[src/rtl/seg_sched_pkg.sv]
// Shared types and helpers for the multiplexed 7-segment scan scheduler.
// Owner encoding doubles as the one-hot gnt value.
package seg_sched_pkg;

  typedef logic [3:0][7:0] frame_t;

  typedef enum logic [1:0] {
    OWN_NONE = 2'b00,
    OWN_0    = 2'b01,
    OWN_1    = 2'b10
  } owner_t;

  function automatic logic [3:0] onehot4(input logic [1:0] idx, input logic active_low);
    logic [3:0] oh;
    oh = 4'b0001 << idx;
    return active_low ? ~oh : oh;
  endfunction

  function automatic logic [3:0] dig_off(input logic active_low);
    return active_low ? 4'b1111 : 4'b0000;
  endfunction

endpackage

[src/rtl/seg_arb.sv]
// Frame-boundary arbiter: decides the display owner only at fb and enforces
// a minimum hold of HOLD_FRAMES frames before round-robin hand-over.
module seg_arb
  import seg_sched_pkg::*;
#(
  parameter int HOLD_FRAMES = 64
) (
  input  logic       clk,
  input  logic       rst,
  input  logic [1:0] req,
  input  logic       fb,
  output logic [1:0] owner,
  output logic [1:0] owner_next
);

  localparam int HW = $clog2(HOLD_FRAMES + 1);

  owner_t        owner_q;
  owner_t        owner_d;
  logic [HW-1:0] hold_cnt_q;
  logic [HW-1:0] hold_cnt_d;
  logic          hold_expired;

  assign hold_expired = (hold_cnt_q == HW'(HOLD_FRAMES - 1));

  always_comb begin
    owner_d = owner_q;
    if (fb) begin
      case (owner_q)
        OWN_0: begin
          // A released owner re-arbitrates at once; the remaining source wins.
          if (!req[0])                     owner_d = req[1] ? OWN_1 : OWN_NONE;
          else if (req[1] && hold_expired) owner_d = OWN_1;
        end
        OWN_1: begin
          if (!req[1])                     owner_d = req[0] ? OWN_0 : OWN_NONE;
          else if (req[0] && hold_expired) owner_d = OWN_0;
        end
        default: begin
          if (req[0])      owner_d = OWN_0;
          else if (req[1]) owner_d = OWN_1;
          else             owner_d = OWN_NONE;
        end
      endcase
    end
  end

  always_comb begin
    hold_cnt_d = hold_cnt_q;
    if (owner_d != owner_q)
      hold_cnt_d = '0;
    else if (fb && !hold_expired)
      hold_cnt_d = hold_cnt_q + HW'(1);
  end

  always_ff @(posedge clk or posedge rst) begin
    if (rst) begin
      owner_q    <= OWN_NONE;
      hold_cnt_q <= '0;
    end else begin
      owner_q    <= owner_d;
      hold_cnt_q <= hold_cnt_d;
    end
  end

  assign owner      = owner_q;
  assign owner_next = owner_d;

endmodule

[src/rtl/seg_scan_sched.sv]
// Display scan scheduler: digit scan counters, frame snapshot and registered
// segment/digit drive, with ownership decided by seg_arb at frame boundaries.
module seg_scan_sched
  import seg_sched_pkg::*;
#(
  parameter int DWELL          = 50_000,
  parameter int BLANK          = 1_000,
  parameter int HOLD_FRAMES    = 64,
  parameter int DIG_ACTIVE_LOW = 1
) (
  input  logic            clk,
  input  logic            rst,
  input  logic [1:0]      req,
  input  logic [3:0][7:0] frame0,
  input  logic [3:0][7:0] frame1,
  output logic [1:0]      gnt,
  output logic [7:0]      seg,
  output logic [3:0]      dig,
  output logic            frame_done
);

  localparam int   CW      = $clog2(DWELL);
  localparam logic ACT_LOW = (DIG_ACTIVE_LOW != 0);

  logic [CW-1:0] cnt_q, cnt_d;
  logic [1:0]    idx_q, idx_d;
  frame_t        shadow_q, shadow_d;
  logic [7:0]    seg_q, seg_d;
  logic [3:0]    dig_q, dig_d;
  logic          frame_done_q, frame_done_d;

  logic          cnt_last;
  logic          fb;
  logic [1:0]    owner;
  logic [1:0]    owner_next;

  assign cnt_last = (cnt_q == CW'(DWELL - 1));
  assign fb       = cnt_last && (idx_q == 2'd3);

  seg_arb #(
    .HOLD_FRAMES(HOLD_FRAMES)
  ) u_arb (
    .clk       (clk),
    .rst       (rst),
    .req       (req),
    .fb        (fb),
    .owner     (owner),
    .owner_next(owner_next)
  );

  always_comb begin
    cnt_d = cnt_last ? '0 : cnt_q + CW'(1);
    idx_d = cnt_last ? idx_q + 2'd1 : idx_q;
  end

  // Sources are only ever sampled here, so mid-frame edits never tear a frame.
  always_comb begin
    shadow_d = shadow_q;
    if (fb) begin
      case (owner_next)
        OWN_0:   shadow_d = frame0;
        OWN_1:   shadow_d = frame1;
        default: shadow_d = '0;
      endcase
    end
  end

  always_comb begin
    seg_d        = 8'h00;
    dig_d        = dig_off(ACT_LOW);
    frame_done_d = fb;
    if ((owner != OWN_NONE) && (cnt_q >= CW'(BLANK))) begin
      seg_d = shadow_q[idx_q];
      dig_d = onehot4(idx_q, ACT_LOW);
    end
  end

  always_ff @(posedge clk or posedge rst) begin
    if (rst) begin
      cnt_q        <= '0;
      idx_q        <= '0;
      shadow_q     <= '0;
      seg_q        <= 8'h00;
      dig_q        <= dig_off(ACT_LOW);
      frame_done_q <= 1'b0;
    end else begin
      cnt_q        <= cnt_d;
      idx_q        <= idx_d;
      shadow_q     <= shadow_d;
      seg_q        <= seg_d;
      dig_q        <= dig_d;
      frame_done_q <= frame_done_d;
    end
  end

  assign gnt        = owner;
  assign seg        = seg_q;
  assign dig        = dig_q;
  assign frame_done = frame_done_q;

endmodule

[config.mk]
export PLATFORM = sky130hd
export DESIGN_NAME = seg_scan_sched
export DESIGN_NICKNAME = d
export VERILOG_FILES = /design/src/rtl/seg_sched_pkg.sv /design/src/rtl/seg_arb.sv /design/src/rtl/seg_scan_sched.sv
export SDC_FILE = /design/constraint.sdc
export NUM_CORES = 1
export LEC_CHECK = 0
export ABC_AREA = 1
export CAP_MARGIN = 20
export CORE_AREA = 4 4 105 107
export DETAILED_ROUTE_END_ITERATION = 16
export DIE_AREA = 0 0 109 111
export GPL_ROUTABILITY_DRIVEN = 0
export PLACE_DENSITY_LB_ADDON = 0.12
export SYNTH_ARGS = -nofsm -noshare
export SYNTH_HDL_FRONTEND = slang
export SYNTH_SLANG_ARGS = --single-unit
[constraint.sdc]
create_clock -name clk -period 5 [get_ports clk]
set_clock_uncertainty 0.05 [all_clocks]
set_input_delay 1.5 -clock clk [delete_from_list [all_inputs] [get_ports clk]]
set_output_delay 1.5 -clock clk [all_outputs]
set_load 0.01 [all_outputs]
==> results.cfg, run 1 <==
[critical_path]
crit_path_end_kind = register
arrival_ps = 3870
critical_path.max_fanout = 20
worstSetupStartpointType = primary input
cp_data_required_time_ps = 5210
critPathKind = in -> reg

[floorplan]
ios = 83
die_y_um = 111
initial_core_util = 0.3794
rows = 37
coreArea_um2 = 10140
die_w_um = 109
die_area_um2 = 12100

[grt]
grt_pass1_vias = 3331
grt_max_degree = 54
grt_overflow_total = 0
grt_first_pass_wirelength_um = 15750
antenna_found_initial = 0
groute.usage.overall = 0.1620

[finish]
n_antenna_cell = 0
final_net_count = 631
final_core_util = 0.4976
nFillCells = 992
drive_gt1_frac = 0.07914
final_cell_mix = nand2_1 (98), clkdlybuf4s50_1 (82), dfrtp_1 (68), o21ai_0 (57)
areaGrowthSynthToFinish_pct = 31.16
final_common_cell = nand2_1

[cts]
clockBufferDepth = 2
path_clk_slew_ps = 80
clkSinkCount = 72
clock_latency_ps = 340
cts_resized = 0
cts_made_buffers = 9
cts_root_buf = clkbuf_8
postCtsHoldBufs = 0
postCtsSetupBuffers = 0
cts_tree = yes
h-tree-depth = 3

[timing]
relSlewSlack = 0.4174
tns_ps = 0
fmax_mhz = 272.8
fin_crit_sh = 0.7333
finalCriticalPeriod_ps = 3666
worstMarginPinSlew_ps = 872.7
hold_viol = 0
slew_viol_final = 0
setup_viol = 0
rsz0062_at_grt = no
worst_slack_ps = 1334

[pwr]
irDropWorstVdd_mv = 0.1064
powerDensity_nw_per_um2 = 236.8
p_leak_nw = 2.507

[synthesis]
ys_seq_area_frac = 0.4697
syn_area_per_cell_um2 = 8.166
synth_nets = 551
synth_cell_types = 32
ys_async_sr_fraction = 1.000
ys_ff_latch = 72
synth_flop_cell = dfrtp_1
syn_inst = 471
synth-edff-count = 0
ys_warn_count = 0
syn_area_um2 = 3846

[placement]
portBuffers = 82
pre_cts_ws_ps = 961.6
dp_hpwl_um = 6699

[drt]
drt_iter0_markers = 159
drt_first_pass_iters = 4
remaining_drc_errors = 0
vias = 3343
drt_wl_total_um = 9316
via_per_inst = 4.831
wl_per_cell_um = 13.46
ant_nets = 0

[job]
drv_cap = 0

[outcome]
status = complete, no violations

[worst_hold_path]
hold_class = reg -> reg
==> cells in the mapped netlist (2+ instances only) <==
master	n	area share
clkbuf_1	18	0.018
a22o_1	32	0.073
nand4_1	5	0.0081
o21ai_0	57	0.074
nor3_1	4	0.0052
nor2_1	47	0.046
xnor2_1	3	0.0068
dfstp_2	4	0.027
nand3_1	18	0.023
nand2_1	98	0.096
ha_1	12	0.039
inv_2	3	0.0029
inv_1	48	0.047
a21oi_1	25	0.033
nor2_2	6	0.0098
xor2_1	5	0.011
nand3_2	2	0.0052
dfrtp_1	68	0.44
nand2_2	3	0.0049
==> per-layer routing <==
layer  routed length, um  GRT usage  vias to the layer above
met5                   0          0                        -
met4                 151    0.06061                        0
met3                 484    0.03611                       15
met2                4422     0.2621                       87
met1                4258     0.2096                     1526
li1                    -          -                     1715
==> layout make-up <==
| type | count | area, um^2 | area share |
|---|---|---|---|
| inverter | 52 | 195.2 | 0.03869 |
| clock inverter | 4 | 76.32 | 0.01513 |
| timing repair buffer | 89 | 880.8 | 0.1746 |
| multi-input combinational | 327 | 1760 | 0.3490 |
| tap | 136 | 170.2 | 0.03373 |
| sequential | 72 | 1807 | 0.3581 |
| clock buffer | 12 | 155.1 | 0.03075 |
==> path summary, 6_finish.rpt <==
path | startpoint | to | slack, ps | cells past startpoint
setup / recovery | req[0] | shadow_q[16] | 1330 | 13
hold / removal | cnt_q[0] | cnt_q[0] | 420 | 1
setup reg to reg | idx_q[0] | shadow_q[16] | 1830 | 13
hold reg to reg | cnt_q[0] | cnt_q[0] | 420 | 1
max in group asynchronous | rst | dig[1] | 2460 | 3
min in group asynchronous | rst | frame_done | 1610 | 2
==> sequential cells by signal (all words and copies together), names as in the netlist <==
signal,count
cnt_q,16
dig,4
frame_done,1
idx_q,2
seg,8
shadow_q,32
u_arb.hold_cnt_q,7
u_arb.owner,2
==> stage by stage <==
stage	area (um^2)	hold slack, ps	power [mW]	std cells
2_1_floorplan	3846	382.2	0.6187	471
3_3_place_gp	4798	394.5	0.6799	675
3_5_place_dp	4813	410.0	0.6803	676
4_1_cts	5045	420.3	1.209	692
5_1_grt	5045	437.5	1.240	692
6_report	5045	417.6	1.195	692
==> critical path, stage by stage <==
cell	delay, ps
clkdlybuf4s50_1	490
nand2_1	100
nor2_1	50
a21oi_1	150
nand2_1	80
nand2_1	80
o21ai_0	130
inv_1	90
ha_1	570
buf_8	250
a22o_1	160
nand2_1	40
o21ai_0	190
==> cell families (layout without fill, tap and decap cells) <==
kind of cell	Yosys count	after routing	synth area share
adders and majority gates	12	12	0.03904
buffers and inverters	72	157	0.07254
xor gates and xnor gates	8	8	0.01822
and+or+nand+nor	189	189	0.2137
AOI/OAI and AO/OA	118	118	0.1867
DFF	72	72	0.4697
==> power breakdown <==
part           internal, mW  switching [mW]
clock network         0.309           0.218
logic                0.0578          0.0276
registers             0.582               0
Note: power is estimated with default switching activity, not from simulation.
==> run 2, diff against run 1 <==
==> constraint.sdc (replaced) <==
create_clock -name clk -period 3.1 [get_ports clk]
set_clock_uncertainty 0.05 [all_clocks]
set_input_delay 0.93 -clock clk [delete_from_list [all_inputs] [get_ports clk]]
set_output_delay 0.93 -clock clk [all_outputs]
set_load 0.01 [all_outputs]
==> run 2 against run 1 <==
Against the previous run: routed wire length increased by 1.1%; sequential cell count unchanged; combinational power increased by 60%; cell count increased by 0.14%; critical path depth unchanged; via count increased by 0.33%; sequential power increased by 61%; worst hold slack improved by 4.1 ps; total power increased by 61%; clock-buffer cell count unchanged; worst setup slack got worse by 990 ps; register-to-register slack got worse by 1200 ps.
==> results.cfg, run 2 (synthesis gave the netlist of run 1 again) <==
[drt]
vias = 3354
drt_wl_total_um = 9416
remaining_drc_errors = 0
drt_iter0_markers = 126
ant_nets = 0
via_per_inst = 4.840
drt_first_pass_iters = 5
wl_per_cell_um = 13.59

[critical_path]
cp_data_required_time_ps = 3260
crit_path_end_kind = register
arrival_ps = 2920
worstSetupStartpointType = primary input
critical_path.max_fanout = 32
critPathKind = in -> reg

[placement]
placed_cell_area_um2 = 4863
dp_hpwl_um = 6727
portBuffers = 82
pre_cts_ws_ps = -18.35
place_inst = 677

[cts]
cts_tree = yes
clock_latency_ps = 340
cts_resized = 0
h-tree-depth = 3
cts_made_buffers = 9
postCtsHoldBufs = 0
cts_root_buf = clkbuf_8
path_clk_slew_ps = 80
clockBufferDepth = 2
clkSinkCount = 72
postCtsSetupBuffers = 0

[timing]
setup_viol = 0
slew_viol_final = 0
finalCriticalPeriod_ps = 2754
fmax_mhz = 363.2
fin_crit_sh = 0.8883
worst_slack_ps = 346.4
whs_ps = 421.7
hold_viol = 0
relSlewSlack = 0.7188
worstMarginPinSlew_ps = 421.1
tns_ps = 0
rsz0062_at_grt = no

[finish]
final_cell_mix = nand2_1 (98), clkdlybuf4s50_1 (82), dfrtp_1 (68), o21ai_0 (57)
design_area_um2 = 5095
final_net_count = 632
largest_register = shadow_q
drive_gt1_frac = 0.08079
largest_reg_flops = 32
final_cells = 693
final_common_cell = nand2_1
areaGrowthSynthToFinish_pct = 32.47
n_antenna_cell = 0
final_core_util = 0.5025

[floorplan]
rows = 37
initial_core_util = 0.3794
die_y_um = 111
die_w_um = 109
ios = 83
die_area_um2 = 12100
coreArea_um2 = 10140

[grt]
grt_max_degree = 55
grt_pass1_vias = 3333
grt_overflow_total = 0
antenna_found_initial = 0
grt_first_pass_wirelength_um = 15660
groute.usage.overall = 0.1610

[job]
drv_cap = 0

[pwr]
p_total_mw = 1.922
irDropWorstVdd_mv = 0.2414
powerDensity_nw_per_um2 = 377.3
p_leak_nw = 2.532

[worst_hold_path]
hold_class = reg -> reg

[outcome]
status = complete, no violations
## run 2: layout make-up
| class | count | area, um^2 |
|---|---|---|
| clock buffer | 12 | 155.1 |
| clock inverter | 4 | 76.32 |
| fill | 980 | 5044 |
| inverter | 52 | 195.2 |
| multi-input combinational | 327 | 1760 |
| sequential | 72 | 1807 |
| tap | 136 | 170.2 |
| timing repair buffer | 90 | 930.9 |
## run 2: power by group
group	switching, mW	internal (mW)
combinational	0.0432	0.0941
clock	0.347	0.499
sequential	0	0.939
total	0.390	1.53
## run 2: worst paths after layout
kind | from | end | slack [ps] | cells after the start
max | req[0] | shadow_q[10] | 350 | 13
min | cnt_q[0] | cnt_q[0] | 420 | 1
max reg2reg | cnt_q[0] | shadow_q[10] | 660 | 13
min reg2reg | cnt_q[0] | cnt_q[0] | 420 | 1
max in group asynchronous | rst | dig[1] | 1480 | 3
min in group asynchronous | rst | frame_done | 850 | 2
## run 2: worst max-delay path, stage by stage
cell and delay (ps):
clkdlybuf4s50_1 550, inv_1 80, a21oi_1 120, nand2_1 60, nand2_1 70, nand2_1 70
o21ai_0 140, inv_1 80, ha_1 230, buf_12 180, a22o_1 230, nand3_1 80
o21ai_0 80
## run 2: metal layers
layer	GRT usage	vias up	share of wire
li1	-	1716	-
met1	0.2063	1552	0.46
met2	0.2670	75	0.48
met3	0.03203	11	0.044
met4	0.05724	0	0.013
met5	0	-	0
